==> config.mk <==
export PLATFORM = sky130hd
export DESIGN_NAME = apb_rr_master
export DESIGN_NICKNAME = d
export VERILOG_FILES = /design/src/rtl/apb_rr_master.sv
export SDC_FILE = /design/constraint.sdc
export NUM_CORES = 1
export LEC_CHECK = 0
export BUFFER_PORTS_ARGS = -buffer_cell sky130_fd_sc_hd__buf_2
export CAP_MARGIN = 20
export CELL_PAD_IN_SITES_DETAIL_PLACEMENT = 1
export CELL_PAD_IN_SITES_GLOBAL_PLACEMENT = 2
export CORE_AREA = 2 2 162 164
export DETAILED_ROUTE_END_ITERATION = 10
export DIE_AREA = 0 0 164 166
export PLACE_DENSITY = 0.92
export SKIP_CTS_REPAIR_TIMING = 1
export SLEW_MARGIN = 20
export SYNTH_ARGS = -nofsm -noshare
export SYNTH_HDL_FRONTEND = slang
export SYNTH_SLANG_ARGS = --single-unit
==> constraint.sdc <==
create_clock -name PCLK -period 5.84 [get_ports PCLK]
set_input_delay 0.292 -clock PCLK [delete_from_list [all_inputs] [get_ports PCLK]]
set_output_delay 0.292 -clock PCLK [all_outputs]
set_load 0.02 [all_outputs]
==> src/rtl/apb_rr_master.sv <==
// apb_rr_master -- round-robin APB master shared by N local requesters.
//
// Each requester holds req[i] with its address, write data and direction
// until it receives a one-cycle done[i]. The block picks one winner per
// IDLE cycle, runs the APB SETUP/ACCESS sequence for it, and returns the
// read data and error status with done.
//
// Optional feature macro: APB_RR_MASTER_TIMEOUT_EN
//   defined   : ACCESS is abandoned after TIMEOUT cycles without PREADY,
//               and done pulses with err=1, rdata=0.
//   undefined : ACCESS waits indefinitely for PREADY, and no counter is built.
//
// Ports:
//   PCLK, PRESETn            clock, asynchronous active-low reset
//   req, req_addr, req_wdata, req_write
//                            per-requester request, packed address/data, dir
//   gnt, done                one-hot grant (SETUP..last ACCESS), one-hot done
//   rdata, err               completion read data / error, valid with done
//   PSEL, PENABLE, PWRITE, PADDR, PWDATA
//                            APB master outputs
//   PRDATA, PREADY, PSLVERR  APB slave responses
module apb_rr_master #(
    parameter int N       = 4,
    parameter int AW      = 32,
    parameter int DW      = 32,
    parameter int TIMEOUT = 16
) (
    input  logic            PCLK,
    input  logic            PRESETn,
    input  logic [N-1:0]    req,
    input  logic [N*AW-1:0] req_addr,
    input  logic [N*DW-1:0] req_wdata,
    input  logic [N-1:0]    req_write,
    output logic [N-1:0]    gnt,
    output logic [N-1:0]    done,
    output logic [DW-1:0]   rdata,
    output logic            err,
    output logic            PSEL,
    output logic            PENABLE,
    output logic            PWRITE,
    output logic [AW-1:0]   PADDR,
    output logic [DW-1:0]   PWDATA,
    input  logic [DW-1:0]   PRDATA,
    input  logic            PREADY,
    input  logic            PSLVERR
);

    localparam int PW = $clog2(N);

    typedef enum logic [1:0] {
        ST_IDLE   = 2'd0,
        ST_SETUP  = 2'd1,
        ST_ACCESS = 2'd2
    } state_e;

    state_e          state_q, state_d;
    logic [PW-1:0]   ptr_q;
    logic [N-1:0]    gnt_q, done_q;
    logic [DW-1:0]   rdata_q, pwdata_q;
    logic [AW-1:0]   paddr_q;
    logic            pwrite_q, err_q;

    logic [N-1:0]    eligible;
    logic            hi_vld, lo_vld, win_vld;
    logic [PW-1:0]   hi_idx, lo_idx, win_idx;
    logic [AW-1:0]   win_addr;
    logic [DW-1:0]   win_wdata;
    logic            win_write;
    logic            grant, xfer_end, timed_out;

    // Round-robin search. The requester just served is masked for the
    // IDLE cycle in which its done is high. The lowest eligible index
    // above the pointer wins; otherwise the lowest one at or below it.
    always_comb begin
        // NOTE: every variable gets a default before any branch, so no
        // path leaves one unassigned and no latch is inferred.
        eligible = req & ~done_q;
        hi_vld   = 1'b0;
        lo_vld   = 1'b0;
        hi_idx   = '0;
        lo_idx   = '0;
        for (int j = N - 1; j >= 0; j--) begin
            if (eligible[j]) begin
                if (j > int'(ptr_q)) begin
                    hi_vld = 1'b1;
                    hi_idx = PW'(j);
                end else begin
                    lo_vld = 1'b1;
                    lo_idx = PW'(j);
                end
            end
        end
        win_vld = hi_vld | lo_vld;
        win_idx = hi_vld ? hi_idx : lo_idx;
    end

    // Select the winner's request fields from the packed buses.
    always_comb begin
        win_addr  = '0;
        win_wdata = '0;
        win_write = 1'b0;
        for (int j = 0; j < N; j++) begin
            if (win_idx == PW'(j)) begin
                win_addr  = req_addr[j*AW +: AW];
                win_wdata = req_wdata[j*DW +: DW];
                win_write = req_write[j];
            end
        end
    end

`ifdef APB_RR_MASTER_TIMEOUT_EN
    localparam int CW = $clog2(TIMEOUT + 1);
    logic [CW-1:0] cnt_q;

    // Counts completed ACCESS cycles without PREADY; it is cleared outside ACCESS.
    always_ff @(posedge PCLK or negedge PRESETn) begin
        if (!PRESETn) begin
            cnt_q <= '0;
        end else if (state_q == ST_ACCESS && !xfer_end) begin
            cnt_q <= cnt_q + 1'b1;
        end else begin
            cnt_q <= '0;
        end
    end

    assign timed_out = (state_q == ST_ACCESS) && !PREADY &&
                       (cnt_q == CW'(TIMEOUT - 1));
`else
    // Without the timeout feature, TIMEOUT has no effect on the logic.
    logic unused_timeout;
    assign unused_timeout = (TIMEOUT > 0);
    assign timed_out      = 1'b0;
`endif

    assign grant    = (state_q == ST_IDLE) && win_vld;
    assign xfer_end = (state_q == ST_ACCESS) && (PREADY || timed_out);

    // State register.
    always_ff @(posedge PCLK or negedge PRESETn) begin
        // NOTE: sequential state uses non-blocking assignments so every
        // register samples the pre-edge values of its neighbours.
        if (!PRESETn) begin
            state_q <= ST_IDLE;
        end else begin
            state_q <= state_d;
        end
    end

    // Next-state logic.
    always_comb begin
        state_d = state_q;
        case (state_q)
            ST_IDLE:   if (win_vld) state_d = ST_SETUP;
            ST_SETUP:  state_d = ST_ACCESS;
            ST_ACCESS: if (xfer_end) state_d = ST_IDLE;
            default:   state_d = ST_IDLE;
        endcase
    end

    // Output logic: APB phase strobes are decoded from the state register.
    always_comb begin
        PSEL    = (state_q != ST_IDLE);
        PENABLE = (state_q == ST_ACCESS);
        PWRITE  = pwrite_q;
        PADDR   = paddr_q;
        PWDATA  = pwdata_q;
        gnt     = gnt_q;
        done    = done_q;
        rdata   = rdata_q;
        err     = err_q;
    end

    // Transfer datapath: the APB address/data are latched at grant and
    // stay untouched until the next grant, so they also hold through IDLE.
    always_ff @(posedge PCLK or negedge PRESETn) begin
        if (!PRESETn) begin
            ptr_q    <= PW'(N - 1);
            gnt_q    <= '0;
            done_q   <= '0;
            rdata_q  <= '0;
            err_q    <= 1'b0;
            paddr_q  <= '0;
            pwdata_q <= '0;
            pwrite_q <= 1'b0;
        end else begin
            done_q <= '0;
            if (grant) begin
                ptr_q    <= win_idx;
                gnt_q    <= N'(1) << win_idx;
                paddr_q  <= win_addr;
                pwdata_q <= win_wdata;
                pwrite_q <= win_write;
            end
            if (xfer_end) begin
                gnt_q  <= '0;
                done_q <= gnt_q;
                if (timed_out) begin
                    err_q   <= 1'b1;
                    rdata_q <= '0;
                end else begin
                    err_q   <= PSLVERR;
                    rdata_q <= pwrite_q ? '0 : PRDATA;
                end
            end
        end
    end

endmodule

==> metrics.yaml, run 1 <==
global_routing:
  grt_pass1_vias: 7253
  grt_max_degree: 90
  grt_use_total: 0.1931
  grt_pass1_wl_um: 41010
  antenna_found_initial: 1
  globalRouteOverflowTotal: 0
yosys:
  syn_area_mm2: 0.006026
  async_flop_share: 1.000
  syn_nets: 927
  yosysWarnings: 0
  synthTopCellsByArea: "dfrtp_1, nand2_1, a221o_1, a2111oi_0, mux2_2"
  syn_area_per_cell_um2: 9.610
  ys.flop_type: "dfrtp_1"
  synth_top_area_frac: 0.4485
  synth_cell_types: 40
  yosysTopAreaCell: "dfrtp_1"
  synth_seq_area_share: 0.4572
  synth_cells: 627
  synth_seq_cells: 110
  synth_edf_count: 0
floorplan:
  dieArea_mm2: 0.02722
  start_util: 0.2352
  die-height_um: 166
  coreArea_mm2: 0.02562
  die_x_um: 164
  io-pin-count: 408
  rows: 59
job:
  drv_cap: 0
layout:
  drive_gt1_frac: 0.4915
  multi_input_area_mm2: 0.002973
  fin_cells: 1330
  fill_cells: 3130
  fin_nets: 1290
  area_growth_pct: 42.03
  ff_latch_area_mm2: 0.002755
  antenna_cells: 0
power_and_ir_drop:
  seqPwrFrac: 0.303
  internal-power_mw: 2.382
  ir_worst_vdd_uv: 246.9
  powerDensity_mw_per_mm2: 532.9
  p_comb_frac: 0.559
  leakage_nw: 4.175
  switching_share: 0.4777
  netSwitchingPower_mw: 2.179
  power_frac_clock: 0.138
detailed_routing:
  viasPerCell: 5.023
  wl_per_cell_um: 19.96
  firstDrtPassIters: 5
  drtIter0Drc: 378
  drc_errors: 0
  drtAntennaViolNets: 0
  via_count: 6680
  wl_um: 26550
sta:
  min_period_ns: 3.073
  finalMaxSlewViolations: 0
  period_share: 0.5261
  tns_ns: 0
  clock.fmax_mhz: 325.5
  tightest_slew_ns: 0.9613
  grt_setup_unrepaired: "false"
  slew_headroom: 0.3591
  setup_viol: 0
  timing_hold_violations_final: 0
  fin_skew_ns: 0.01938
setup_path:
  r2r_end: "PADDR[10]"
  max_stage_delay_ns: 0.73
  required_ns: 6.08
  crit_buf_inv: 0
  critPathKind: "reg -> reg"
  path_delay_family: "compound AO/OA/AOI/OAI gates"
  cp-start-kind: "register"
  worstPathCellList: "nand2b_1 > o221ai_1 > a32o_4 > nand3_2 > o22ai_1 > nor2_1"
  arrival_ns: 3.31
  cp_slowest_cell: "a32o_4"
  r2r_start: "done[3]"
  r2r_cells: 6
  r2r_slack_ns: 2.77
  end_kind: "register"
  path_max_fanout: 85
clock_tree:
  cts-htree-levels: 3
  numCtsBuffers: 9
  cts_tree: "built"
  clock_path_buffers: 2
  clkTransAtPathRegs_ns: 0.08
  cts-root-buf: "clkbuf_16"
  clock-sinks: 110
  clk_latency_ns: 0.36
worst_hold_path:
  hold_end: "err"
  hold_path_depth: 3
  worstHoldStart: "PSLVERR"
  min_path_type: "in -> reg"
outcome:
  outcome: "finished clean"
placed_design:
  place_hpwl_um: 19340
  gp_congestion: 0.7635
  io_buffers: 407
  placed_cells: 1313
==> routing by layer <==
| metal | vias to the layer above | track usage | wire length [um] |
|---|---|---|---|
| li1 | 3089 | - | - |
| met1 | 3271 | 0.2242 | 10470 |
| met2 | 285 | 0.3484 | 13500 |
| met3 | 35 | 0.05120 | 2039 |
| met4 | 0 | 0.05072 | 538 |
| met5 | - | 0 | 0 |
==> power groups by stage <==
stage | clock network, mW | logic, mW | registers (mW)
4_1_cts | 0.663 | 2.59 | 1.39
6_report | 0.629 | 2.55 | 1.38
3_5_place_dp | 0 | 2.59 | 1.40
3_3_place_gp | 0 | 2.55 | 1.38
5_1_grt | 0.680 | 2.80 | 1.44
2_1_floorplan | 0 | 1.35 | 1.76
==> registers in the layout (all words and copies together), names as in the netlist <==
register / cells
done: 4
rdata: 32
state_q: 2
PWRITE: 1
PADDR: 32
ptr_q: 2
PWDATA: 32
gnt: 4
err: 1
==> worst min-delay path: stages <==
cell     delay, ns
buf_2         0.08
nand2_1       0.04
nand2_1       0.04
==> cell type report <==
class | instances | area share
well taps | 335 | 0.04898
clock buffers | 9 | 0.02632
inverters | 3 | 0.001316
multi-input cells | 449 | 0.3474
flip-flops and latches | 110 | 0.3219
clock inverters | 7 | 0.006725
repair buffers | 417 | 0.2474
==> worst max path at each step <==
stage,start,end,cells after the start
2_1_floorplan,done[2],PADDR[10],10
3_3_place_gp,done[3],PADDR[1],6
3_5_place_dp,req[3],PWDATA[28],8
4_1_cts,done[3],PADDR[10],6
5_1_grt,done[3],PWDATA[28],7
6_report,done[3],PADDR[10],6
==> cell usage after synthesis, types with 10 or more instances <==
library cell,count
nand2_1,114
dfrtp_1,108
a21oi_1,46
nor3_1,42
a2111oi_0,41
a221o_1,41
clkbuf_1,35
nand3b_1,32
nor2_1,29
o22ai_1,29
mux2_2,25
o22ai_2,19
buf_2,17
buf_6,10
==> stage by stage <==
step / util / power, mW / worst slack [ns] / area (um2) / hold slack, ns
2_1_floorplan: - / 3.107 / 3.643 / 6026 / -0.003591
3_3_place_gp: 0.3224 / 3.923 / 2.334 / 8258 / 0.3572
3_5_place_dp: 0.3227 / 3.984 / 2.660 / 8265 / 0.3654
4_1_cts: 0.3337 / 4.643 / 2.688 / 8548 / -0.04533
5_1_grt: 0.3341 / 4.915 / 2.460 / 8558 / 0.1367
6_report: 0.3341 / 4.561 / 2.767 / 8558 / 0.1233
==> kinds of logic (layout without fill, tap and decap cells) <==
| family | count (synthesis) | count (layout) | share of synthesized area |
|---|---|---|---|
| AND/OR/NAND/NOR | 234 | 234 | 0.1831 |
| AO/OA/AOI/OAI | 190 | 190 | 0.2544 |
| flip-flops | 110 | 110 | 0.4572 |
| buffers and inverters | 68 | 436 | 0.05856 |
| multiplexers | 25 | 25 | 0.04672 |
==> cell usage in the layout (no fill, tap or decap), types with 2 or more instances in the layout <==
cell type,synthesis,routed
buf_2,17,406
nand2_1,114,113
dfrtp_1,108,108
a21oi_1,46,45
nor3_1,42,42
a2111oi_0,41,41
a221o_1,41,41
nand3b_1,32,32
nor2_1,29,29
o22ai_1,29,29
mux2_2,25,25
o22ai_2,19,19
buf_4,0,10
clkbuf_16,0,9
and3_1,4,4
nand2b_1,4,4
inv_1,3,3
nor2b_1,2,2
nand3_2,1,2
o21ai_0,2,2
clkinvlp_4,0,2
inv_6,0,2
dfstp_2,2,2
(Power assumes the default switching activity.)
==> run 2: changes to the inputs <==
- CORE_AREA: 2 2 162 164 -> 2 2 177 179
- DIE_AREA: 0 0 164 166 -> 0 0 179 181
- PLACE_DENSITY: 0.92 -> 0.83
- clock period: 5.84 -> 2.6 ns (I/O delays scaled with it)
==> run 2 against run 1 <==
Net effect: highest routed layer is now met5; combinational power is 140% higher; register-to-register slack worse by 2.6 ns; clock skew is 0.0045 ns lower; the flow now finishes with violations (negative hold slack).
==> metrics.yaml, run 2 (synthesis results as in run 1) <==
clock_tree:
  clk_latency_ns: 0.37  # was 0.36 ns
  cts_tree: "built"  # unchanged
  numCtsBuffers: 9  # unchanged
  cts-root-buf: "clkbuf_16"  # unchanged
  clock_path_buffers: 2  # unchanged
  cts-htree-levels: 3  # unchanged
  clkTransAtPathRegs_ns: 0.10  # was 0.08 ns
  clock-sinks: 110  # unchanged
layout:
  layout_common_cells: "buf_2, nand2_1, dfrtp_1, a21oi_1, dlygate4sd3_1"  # was buf_2, nand2_1, dfrtp_1, a21oi_1, nor3_1
  fill_cells: 3634  # was 3130
  fin_nets: 1346  # was 1290
  ff_latch_area_mm2: 0.002755  # unchanged
  multi_input_area_mm2: 0.002965  # was 0.002973 mm2
  utilization: 0.3069  # was 0.3341
  area_growth_pct: 54.57  # was 42.03%
  antenna_cells: 0  # unchanged
  layout_commonest_cell: "buf_2"  # unchanged
  drive_gt1_frac: 0.4748  # was 0.4915
detailed_routing:
  drc_errors: 0  # unchanged
  firstDrtPassIters: 4  # was 5
  drtIter0Drc: 238  # was 378
  wl_per_cell_um: 19.43  # was 19.96 um
  viasPerCell: 4.797  # was 5.023
  wl_um: 28120  # was 26550 um
  drtAntennaViolNets: 0  # unchanged
  via_count: 6941  # was 6680
floorplan:
  rows: 64  # was 59
  die_x_um: 179  # was 164 um
  io-pin-count: 408  # unchanged
  start_util: 0.1985  # was 0.2352
  coreArea_mm2: 0.03035  # was 0.02562 mm2
  die-height_um: 181  # was 166 um
  dieArea_mm2: 0.03240  # was 0.02722 mm2
sta:
  min_period_ns: 2.462  # was 3.073 ns
  finalMaxSlewViolations: 0  # unchanged
  tns_ns: 0  # unchanged
  fin_hold_ws_ns: -0.01184  # was 0.1233 ns
  slew_headroom: 0.3564  # was 0.3591
  fin_skew_ns: 0.01492  # was 0.01938 ns
  clock.fmax_mhz: 406.2  # was 325.5 MHz
  grt_setup_unrepaired: "false"  # unchanged
  period_share: 0.9470  # was 0.5261
  timing_hold_violations_final: 7  # was 0
  tightest_slew_ns: 0.9653  # was 0.9613 ns
  setup_viol: 0  # unchanged
global_routing:
  globalRouteOverflowTotal: 0  # unchanged
  grt_pass1_wl_um: 42010  # was 41010 um
  grt_use_total: 0.1681  # was 0.1931
  grt_max_degree: 64  # was 90
  grt_pass1_vias: 7316  # was 7253
  antenna_found_initial: 2  # was 1
setup_path:
  cp_slowest_cell: "dfstp_2"  # was a32o_4
  cp.depth: 6  # unchanged
  max_stage_delay_ns: 0.61  # was 0.73 ns
  r2r_start: "ptr_q[0]"  # was done[3]
  end_kind: "register"  # unchanged
  r2r_cells: 6  # unchanged
  r2r_slack_ns: 0.14  # was 2.77 ns
  crit_buf_inv: 1  # was 0
  required_ns: 2.90  # was 6.08 ns
  arrival_ns: 2.77  # was 3.31 ns
  worstPathCellList: "nor3b_1 > a311o_1 > a32o_4 > buf_12 > a2111oi_0 > a221o_1"  # was nand2b_1 > o221ai_1 > a32o_4 > nand3_2 > o22ai_1 > nor2_1
  critPathKind: "reg -> reg"  # unchanged
  path_delay_family: "compound AO/OA/AOI/OAI gates"  # unchanged
  cp-start-kind: "register"  # unchanged
  path_max_fanout: 35  # was 85
  r2r_end: "PWDATA[25]"  # was PADDR[10]
worst_hold_path:
  worstHoldStart: "PRDATA[21]"  # was PSLVERR
  hold_end: "rdata[21]"  # was err
  min_path_type: "in -> reg"  # unchanged
  hold_path_depth: 3  # unchanged
job:
  drv_cap: 0  # unchanged
power_and_ir_drop:
  ir_worst_vdd_uv: 505.1  # was 246.9 uV
  leakage_nw: 4.480  # was 4.175 nW
  powerDensity_mw_per_mm2: 1153  # was 532.9 mW/mm2
outcome:
  violations: "negative hold slack"
  outcome: "finished with violations"  # was finished clean
placed_design:
  io_buffers: 407  # unchanged
  place_hpwl_um: 20000  # was 19340 um
  gp_congestion: 0.7835  # was 0.7635
[run 2: cell count changes in the layout (fill, tap and decap cells not counted), sizes merged]
cell         change
clkinvlp         -2
dlygate4sd3     +44
buf             +12
inv              +3
clkinv           -1
[run 2: how the worst max path moves through the flow]
stage / start / endpoint / slack [ns]
after global routing: ptr_q[0] / PWDATA[25] / 0.05
after global placement: done[1] / PWDATA[6] / 0.21
after CTS: ptr_q[0] / PWDATA[25] / 0.09
after detailed placement: ptr_q[0] / PWDATA[25] / 0.1
final: ptr_q[0] / PWDATA[25] / 0.14
after floorplan: done[2] / PADDR[10] / 0.40
[run 2: layout make-up]
type	instances	area share
inverter	3	0.001209
clock inverter	7	0.009538
sequential	110	0.2958
clock buffer	9	0.02418
timing repair buffer	473	0.2977
tap	396	0.05320
multi-input combinational	449	0.3184
[run 2: power breakdown]
part           leakage, nW  switching, mW  total (mW)  internal (mW)
Combinational         2.99           3.67        6.05           2.39
Sequential            1.34          0.585        3.13           2.55
Clock                0.154          0.845        1.56          0.711
Total                 4.48           5.10        10.7           5.65
[run 2: through the flow]
stage                     total power, mW  instance area, um2  hold slack (ns)  cells  setup slack [ns]
after CTS                           10.88                8864         -0.08314   1402           0.08750
after detailed placement            9.276                8549           0.3266   1386           0.09833
after global routing                11.57                9314       0.00005282   1447           0.04779
after global placement              9.131                8549           0.3348   1386            0.2135
final                               10.74                9314         -0.01184   1447            0.1379
after floorplan                     6.979                6026          -0.1656    627            0.4034
[run 2: worst register-to-register path, delay by kind of cell (launching register included)]
kind	cells	cell delay, ns
AO/OA/AOI/OAI	4	1.49
AND/OR/NAND/NOR	1	0.09
buffers and inverters	1	0.22
flip-flops	1	0.61
[run 2: routing by layer]
metal | track usage | wire length (um)
met1 | 0.1954 | 11170
met2 | 0.2948 | 13990
met3 | 0.04693 | 2263
met4 | 0.05496 | 679
met5 | 0 | 24
